--- src/rtl/sim_stop_monitor.sv ---
// Quiescence and watchdog monitor: flags "machine stopped" once the watched state
// has been stable for STOP_THRESH cycles with every activity channel idle.
module sim_stop_monitor #(
   parameter int STATE_W     = 3,
   parameter int BUSY_N      = 2,
   parameter int CNT_W       = 12,
   parameter int STOP_THRESH = 4095,
   parameter int TMO_W       = 32,
   parameter int TIMEOUT     = 0
) (
   input  logic               clk,
   input  logic               resetn,
   input  logic               en,
   input  logic               clear,
   input  logic [STATE_W-1:0] state_in,
   input  logic [BUSY_N-1:0]  busy_in,
   output logic               machine_is_stop,
   output logic               stop_pulse,
   output logic [CNT_W-1:0]   stable_count,
   output logic [TMO_W-1:0]   cycle_count,
   output logic               timeout
);

   if (STOP_THRESH < 1 || longint'(STOP_THRESH) >= (longint'(1) << CNT_W)) begin : g_bad_thresh
      $error("sim_stop_monitor: STOP_THRESH must lie in 1 .. 2**CNT_W-1");
   end
   if (TIMEOUT < 0 || (TMO_W < 63 && longint'(TIMEOUT) >= (longint'(1) << TMO_W))) begin : g_bad_timeout
      $error("sim_stop_monitor: TIMEOUT must lie in 0 .. 2**TMO_W-1");
   end

   localparam logic [CNT_W-1:0] THRESH_C   = CNT_W'(STOP_THRESH);
   localparam bit               TMO_ON     = (TIMEOUT != 0);
   localparam logic [TMO_W-1:0] TMO_LAST_C = TMO_W'((TIMEOUT == 0) ? 0 : TIMEOUT - 1);

   typedef enum logic [1:0] {ST_IDLE, ST_RUN, ST_STOP, ST_TMO} fsm_t;

   fsm_t               fsm_reg, fsm_next;
   logic [STATE_W-1:0] last_state_reg;
   logic               sample_valid_reg;
   logic [CNT_W-1:0]   stable_count_reg, stable_count_next;
   logic [TMO_W-1:0]   cycle_count_reg, cycle_count_next;
   logic               stop_pulse_reg, stop_pulse_next;
   logic [STATE_W-1:0] state_diff;
   logic               stop_cond;

   for (genvar gi = 0; gi < STATE_W; gi++) begin : g_diff
      assign state_diff[gi] = state_in[gi] ^ last_state_reg[gi];
   end

   assign stop_cond = (stable_count_reg == THRESH_C) && (busy_in == '0);

   always_comb begin
      stable_count_next = '0;
      cycle_count_next  = cycle_count_reg;
      fsm_next          = fsm_reg;
      stop_pulse_next   = 1'b0;

      // The first sample after reset/clear has nothing valid to compare against.
      if (sample_valid_reg && (state_diff == '0)) begin
         if (stable_count_reg >= THRESH_C)
            stable_count_next = THRESH_C;
         else
            stable_count_next = stable_count_reg + 1'b1;
      end

      if ((fsm_reg == ST_IDLE || fsm_reg == ST_RUN) && (cycle_count_reg != '1))
         cycle_count_next = cycle_count_reg + 1'b1;

      case (fsm_reg)
         ST_IDLE: fsm_next = ST_RUN;
         ST_RUN: begin
            if (stop_cond) begin
               fsm_next        = ST_STOP;
               stop_pulse_next = 1'b1;
            end else if (TMO_ON && (cycle_count_reg >= TMO_LAST_C)) begin
               fsm_next = ST_TMO;
            end
         end
         ST_STOP: if (!stop_cond) fsm_next = ST_RUN;
         default: fsm_next = ST_TMO;
      endcase
   end

   always_ff @(posedge clk or negedge resetn) begin
      if (!resetn) begin
         fsm_reg          <= ST_IDLE;
         last_state_reg   <= '0;
         sample_valid_reg <= 1'b0;
         stable_count_reg <= '0;
         cycle_count_reg  <= '0;
         stop_pulse_reg   <= 1'b0;
      end else if (clear) begin
         fsm_reg          <= ST_IDLE;
         last_state_reg   <= '0;
         sample_valid_reg <= 1'b0;
         stable_count_reg <= '0;
         cycle_count_reg  <= '0;
         stop_pulse_reg   <= 1'b0;
      end else if (en) begin
         fsm_reg          <= fsm_next;
         last_state_reg   <= state_in;
         sample_valid_reg <= 1'b1;
         stable_count_reg <= stable_count_next;
         cycle_count_reg  <= cycle_count_next;
         stop_pulse_reg   <= stop_pulse_next;
      end else begin
         stop_pulse_reg   <= 1'b0;
      end
   end

   assign machine_is_stop = stop_cond && (fsm_reg != ST_TMO);
   assign stop_pulse      = stop_pulse_reg && en;
   assign stable_count    = stable_count_reg;
   assign cycle_count     = cycle_count_reg;
   assign timeout         = (fsm_reg == ST_TMO);

endmodule

--- config.mk ---
export PLATFORM = sky130hd
export DESIGN_NAME = sim_stop_monitor
export DESIGN_NICKNAME = d
export VERILOG_FILES = /design/src/rtl/sim_stop_monitor.sv
export SDC_FILE = /design/constraint.sdc
export NUM_CORES = 1
export LEC_CHECK = 0
export ABC_CLOCK_PERIOD_IN_PS = 6200
export BUFFER_PORTS_ARGS = -buffer_cell sky130_fd_sc_hd__buf_2
export CAP_MARGIN = 5
export CORE_ASPECT_RATIO = 1.4
export CORE_MARGIN = 3
export CORE_UTILIZATION = 45
export DETAILED_ROUTE_END_ITERATION = 12
export GPL_TIMING_DRIVEN = 0
export MAX_ROUTING_LAYER = met4
export PLACE_DENSITY = 0.64
export SLEW_MARGIN = 0
export SYNTH_ARGS = -nofsm -noshare
export SYNTH_HDL_FRONTEND = slang
export SYNTH_SLANG_ARGS = --single-unit
--- constraint.sdc ---
create_clock -name clk -period 6.2 [get_ports clk]
set_input_delay 0 -clock clk [delete_from_list [all_inputs] [get_ports clk]]
set_output_delay 0 -clock clk [all_outputs]
set_load 0.05 [all_outputs]
==> flow_summary.toml, run 1 <==
[status]
run_status = "finished, final reports clean"

[logic_synthesis]
synth_xor_xnor_area_share_pct = 1.835
synth_fa_ha_area_share_pct = 0.8737
yosys.area_share.simple_pct = 29.05
synth_cells = 321
synthMuxAreaShare_pct = 1.791
yosysWarnings = 0
synth_area_um2 = 2864
synth_cell_types = 46
yosysSeqAreaShare_pct = 44.56
synth_area_leader_cell = "dfrtp_1"
async_flop_share_pct = 100.0
synth_fp_nets = 332
synth_ff_type = "dfrtp_1"
synthTopCellsByArea = "dfrtp_1 (45%), a21oi_1 (5.6%), o21ai_0 (5.1%)"
yosysTopAreaCellShare_pct = 44.56
synth_compound_area_share_pct = 18.35
synth_top_family_by_area = "simple AND/OR/NAND/NOR gates"
avgSynthCellArea_um2 = 8.922
synth_edf_count = 0
synth_seq_cells = 51

[cells_and_area]
syn_to_final_growth_pct = 18.17
diodes = 0
largest_register_ffs = 32
seqCellArea_um2 = 1276
post-route-util_pct = 56.14
nFillCells = 566
drive_gt1_share_pct = 20.88
finish.instance_area_um2 = 3385
fin_cells = 458
layout.nets = 398
multi_input_area_um2 = 1486

[global_route]
grt_use_total_pct = 21.36
antenna_found_initial = 0
grt_max_degree = 52
grt_first_pass_wirelength_um = 12160
overflow = 0
grt_pass1_vias = 2604

[floorplanning]
ios = 56
die_y_um = 100.4
num_rows = 33
dieArea_um2 = 7372
coreArea_um2 = 6028
die_x_um = 73.43
floorplan.initialDensity_pct = 47.51

[clock_tree]
clk_pin_slew_ns = 0.09
cts.sinks = 51
cts.path.max_buffers = 2
cts_buffers = 5
worstSkewPairLatency_ns = 0.30
h-tree-depth = 2
cts_setup_buffers = 0
cts_resized = 0
cts-root-buf = "clkbuf_8"
cts_tree = "yes"

[critical_path]
worst_path_max_delay_cell = "nor3b_1"
crit_arrival_ns = 2.58
path_buf_inv = 1
startpoint_type = "flip-flop"
crit_path_end_kind = "output pin"
critPathRequiredTime_ns = 6.20
r2r_setup_slack_ns = 3.88
cp-endpoint = "machine_is_stop"
crit_chain = "ha_1 -> nand3_1 -> nor4_1 -> nor3b_1 -> nor2b_1 -> buf_2"
rr_worst_depth = 7
r2r_end = "cycle_count[1]"
critPathKind = "reg2out"
r2r_start = "cycle_count[11]"
critical-path-top-delay-family = "simple AND/OR/NAND/NOR gates"
cp-startpoint = "stable_count[0]"
cpPeakStageDelay_ns = 0.60
crit_fanout = 6
crit_cells = 6

[pwr]
intPower_uw = 479.1
switching_share_pct = 22.86
max-vdd-ir-drop_mv = 0.09168
clockPowerShare_pct = 38.6
seqPwrFrac_pct = 54.6
p_sw_uw = 142.0
p_per_area_nw_per_um2 = 183.5
power_leakage_nw = 1.530
pwr-share-comb_pct = 6.8
power_uw = 621.0

[timing]
setup_viol = 0
slew-limit-headroom_pct = 22.88
slew_viol_final = 0
hold_viol = 0
grt_setup_unrepaired = "no"
finalCriticalPeriod_ns = 2.579
fin_ws_ns = 3.621
fmax_mhz = 387.7
finClkSkew_ns = 0.007569
tightest_slew_ns = 1.157
period_share_pct = 41.60
whs_ns = 0.05998
setup-tns-final_ns = 0

[placed_design]
io_buffers = 55
dp_hpwl_um = 5328
dp_cells = 446
gp_congestion = 0.8508
placed_cell_area_um2 = 3227
pre_cts_slack_ns = 3.885

[route]
vias_per_cell = 5.969
finalWirelength_um = 7331
drtPass1Iterations = 6
wl_per_cell_um = 16.01
drt_iter0_markers = 105
ant_nets = 0
drc_errors = 0
vias = 2734

[min_path]
hold_path.class = "in2reg"

[run]
maxCapViolCount = 0
[cell families (layout without fill, tap and decap cells)]
group                      Yosys count  in the layout
AOI/OAI and AO/OA                   90             90
xor gates and xnor gates             6              6
adders and majority gates            2              2
buffers and inverters               24             91
DFF                                 51             51
muxes                                5              5
and+or+nand+nor                    143            143
[placed cells by master (no fill, tap or decap), types with 3 or more instances in the layout]
master | synthesis | routed
nor4_1 | 4 | 4
and4_1 | 3 | 3
or3_1 | 8 | 8
or4_1 | 14 | 14
dlygate4sd3_1 | 0 | 4
a21oi_1 | 32 | 32
buf_2 | 3 | 58
nand2_1 | 23 | 23
nor2_1 | 28 | 28
dfrtp_1 | 51 | 51
mux2i_1 | 4 | 4
nor3_1 | 6 | 6
nand3_1 | 21 | 21
a31oi_1 | 5 | 5
clkbuf_8 | 0 | 6
nor2b_1 | 4 | 4
nand4_1 | 8 | 8
clkbuf_1 | 7 | 7
o31ai_1 | 16 | 16
and3_1 | 7 | 7
inv_1 | 11 | 11
xnor2_1 | 4 | 4
o21ai_0 | 29 | 29
and2_1 | 3 | 3
[power by group through the flow]
| stage | logic (mW) | registers (mW) | clock network [mW] |
|---|---|---|---|
| after global routing | 0.0479 | 0.340 | 0.261 |
| after CTS | 0.0435 | 0.339 | 0.248 |
| after global placement | 0.0414 | 0.345 | 0 |
| after floorplan | 0.0180 | 0.350 | 0 |
| after detailed placement | 0.0416 | 0.346 | 0 |
| final | 0.0424 | 0.339 | 0.240 |
[synthesized netlist by cell type, types with 3 or more instances]
library cell   n
nor2_1        28
or3_1          8
a21oi_1       32
buf_2          3
clkbuf_1       7
nor3_1         6
inv_1         11
nand4_1        8
and2_1         3
and4_1         3
o31ai_1       16
o21ai_0       29
a31oi_1        5
nor2b_1        4
nor4_1         4
or4_1         14
nand3_1       21
xnor2_1        4
and3_1         7
nand2_1       23
mux2i_1        4
dfrtp_1       51
[final cells by class]
class | count | area share [%]
tap | 70 | 2.588
inverter | 11 | 1.220
clock buffer | 6 | 2.440
multi-input combinational | 246 | 43.92
timing repair buffer | 59 | 9.316
buffer | 13 | 1.774
clock inverter | 2 | 1.035
sequential | 51 | 37.71
[worst min path at each step]
stage                startpoint                end  slack, ns  depth (start not counted)
finish               busy_in[1]     stop_pulse_reg       0.06                          4
global route         busy_in[1]         fsm_reg[1]       0.09                          4
CTS                  busy_in[1]         fsm_reg[1]       0.06                          4
detailed placement  state_in[1]  last_state_reg[1]       0.29                          3
global placement    state_in[0]  last_state_reg[0]       0.27                          3
floorplan                resetn     cycle_count[0]      -0.30                          0
[layer usage]
metal  routed length [um]  part of all wire, %  track usage [%]
met1                 3128                   43            25.10
met2                 3800                   52            37.15
met3                  287                  3.9            3.607
met4                  116                  1.6            5.997
met5                    0                    0                -
[tightest hold or removal path: cells and delay by family]
family                 cells  cell delay [ns]
AND/OR/NAND/NOR            3             0.26
buffers and inverters      1             0.07
[timing repair]
item,in CTS,in global routing
setup endpoints to repair,0,0
hold endpoints to repair,54,0
hold buffers,4,0
No activity file was read; power rests on OpenSTA's default activity.
==> run 2: changes to the inputs <==
--- a/config.mk
+++ b/config.mk
@@ -5,7 +5,7 @@
 export SDC_FILE = /design/constraint.sdc
 export NUM_CORES = 1
 export LEC_CHECK = 0
-export ABC_CLOCK_PERIOD_IN_PS = 6200
+export ABC_CLOCK_PERIOD_IN_PS = 2200
 export BUFFER_PORTS_ARGS = -buffer_cell sky130_fd_sc_hd__buf_2
 export CAP_MARGIN = 5
 export CORE_ASPECT_RATIO = 1.4
@@ -14,7 +14,7 @@
 export DETAILED_ROUTE_END_ITERATION = 12
 export GPL_TIMING_DRIVEN = 0
 export MAX_ROUTING_LAYER = met4
-export PLACE_DENSITY = 0.64
+export PLACE_DENSITY = 0.67
 export SLEW_MARGIN = 0
 export SYNTH_ARGS = -nofsm -noshare
 export SYNTH_HDL_FRONTEND = slang
==> constraint.sdc (replaced) <==
create_clock -name clk -period 2.2 [get_ports clk]
set_input_delay 0 -clock clk [delete_from_list [all_inputs] [get_ports clk]]
set_output_delay 0 -clock clk [all_outputs]
set_load 0.05 [all_outputs]
==> run 2 against run 1 <==
Compared with the run above:
- first-iteration DRC count increased by 57%
- critical path depth stayed put
- via count up 3.7%
- die area unchanged
- largest cell class unchanged
- non-clock buffer count up 10
- count of clock-buffer cells in the layout rose by 1
- register-to-register slack got worse by 3.8 ns
==> flow_summary.toml, run 2 (synthesis gave the netlist of run 1 again) <==
[status]
run_status = "finished, final reports clean"

[clock_tree]
cts-root-buf = "clkbuf_8"
cts_tree = "yes"
cts.sinks = 51
clk_pin_slew_ns = 0.09
cts_buffers = 5
h-tree-depth = 2
cts.path.max_buffers = 2
worstSkewPairLatency_ns = 0.31

[route]
drt_iter0_markers = 165
wl_per_cell_um = 16.39
vias = 2836
drc_errors = 0
drtPass1Iterations = 4
finalWirelength_um = 7670
ant_nets = 0
vias_per_cell = 6.060

[global_route]
antenna_found_initial = 0
overflow = 0
grt_use_total_pct = 22.33
grt_first_pass_wirelength_um = 12830
grt_pass1_vias = 2818
grt_max_degree = 52

[placed_design]
placed_cell_area_um2 = 3251
dp_hpwl_um = 5466
pre_cts_slack_ns = -0.1446
io_buffers = 55
gp_congestion = 0.8288

[floorplanning]
floorplan.initialDensity_pct = 47.51
dieArea_um2 = 7372
die_y_um = 100.4
coreArea_um2 = 6028
die_x_um = 73.43
num_rows = 33
ios = 56

[critical_path]
worst_path_max_delay_cell = "dfrtp_2"
crit_path_end_kind = "output pin"
r2r_setup_slack_ns = 0.12
critPathRequiredTime_ns = 2.20
path_buf_inv = 1
r2r_start = "cycle_count[0]"
crit_arrival_ns = 2.10
crit_chain = "ha_1 -> nand3_2 -> nor4_4 -> nor3b_4 -> nor2b_4 -> buf_4"
startpoint_type = "flip-flop"
crit_fanout = 6
cpPeakStageDelay_ns = 0.41
crit_cells = 6
r2r_end = "cycle_count[22]"
rr_worst_depth = 6
critPathKind = "reg2out"
critical-path-top-delay-family = "simple AND/OR/NAND/NOR gates"

[min_path]
hold_path_depth = 3
hold_start = "clear"
hold_path.class = "in2reg"
min_to = "cycle_count[20]"

[cells_and_area]
layout_commonest_cell = "buf_2"
drive_gt1_share_pct = 29.40
layout.cells.most_common_list = "buf_2 (56), dfrtp_1 (34), a21oi_1 (32), o21ai_0 (29), nor2_1 (28)"
syn_to_final_growth_pct = 24.20
diodes = 0
largest_register_ffs = 32
finish.instance_area_um2 = 3557
layout.nets = 408

[pwr]
p_per_area_nw_per_um2 = 465.5
power_leakage_nw = 1.598
power_mw = 1.656
max-vdd-ir-drop_mv = 0.3348

[timing]
finalCriticalPeriod_ns = 2.099
period_share_pct = 95.41
slew-limit-headroom_pct = 22.97
setup_viol = 0
hold_viol = 0
fin_ws_ns = 0.1009
finClkSkew_ns = 0.01354
fmax_mhz = 476.4
tightest_slew_ns = 1.155
slew_viol_final = 0

[run]
maxCapViolCount = 0
run 2: cell count changes in the layout (fill, tap and decap cells not counted), sizes merged:
cell    delta
bufinv     -1
clkbuf     +1
buf       +10
run 2: worst max path at each step:
stage / from / to
finish: stable_count[0] / machine_is_stop
CTS: stable_count[0] / machine_is_stop
global placement: stable_count[0] / machine_is_stop
detailed placement: stable_count[0] / machine_is_stop
floorplan: cycle_count[5] / cycle_count[29]
global route: cycle_count[0] / cycle_count[26]
run 2: what timing repair did:
| item | 4_1_cts | 5_1_grt |
|---|---|---|
| gates cloned | 0 | 0 |
| pin swaps | 1 | 7 |
| setup endpoints to repair | 7 | 21 |
| hold endpoints to repair | 54 | 0 |
| gates resized for setup | 8 | 16 |
| buffers inserted | 1 | 9 |
| hold buffers | 4 | 0 |
run 2: report_power, final:
group	internal, mW	switching [mW]	total, mW
combinational	0.0433	0.0876	0.131
clock	0.255	0.312	0.567
sequential	0.947	0.0113	0.958
run 2: area by class of cell:
| type | instances | area [um^2] |
|---|---|---|
| buffer | 13 | 67.56 |
| clock buffer | 7 | 86.33 |
| clock inverter | 1 | 5.005 |
| fill | 554 | 2471 |
| inverter | 11 | 41.29 |
| multi-input combinational | 246 | 1579 |
| sequential | 51 | 1297 |
| tap | 70 | 87.58 |
| timing repair buffer | 69 | 392.9 |
run 2: routing by layer:
metal	vias to the layer above	wire length [um]	share of wire, %	track usage [%]
li1	1351	-	-	-
met1	1388	3177	41	26.30
met2	89	4020	52	38.32
met3	8	387	5.0	4.208
met4	0	84	1.1	6.555
met5	-	0	0	-
run 2: per-stage QoR:
| stage | utilization, % | setup TNS [ns] | hold slack [ns] | cells |
|---|---|---|---|---|
| 3_3_place_gp | 53.92 | -0.2691 | 0.2742 | 446 |
| 3_5_place_dp | 53.92 | -0.4448 | 0.2862 | 446 |
| 2_1_floorplan | - | 0 | -0.2956 | 321 |
| 5_1_grt | 59.01 | -0.004098 | 0.1370 | 468 |
| 4_1_cts | 56.87 | 0 | 0.08600 | 459 |
| 6_report | 59.01 | 0 | 0.09943 | 468 |
run 2: tightest hold or removal path, stage by stage:
cell	delay, ns
buf_2	0.12
nor2b_1	0.11
mux2_2	0.15
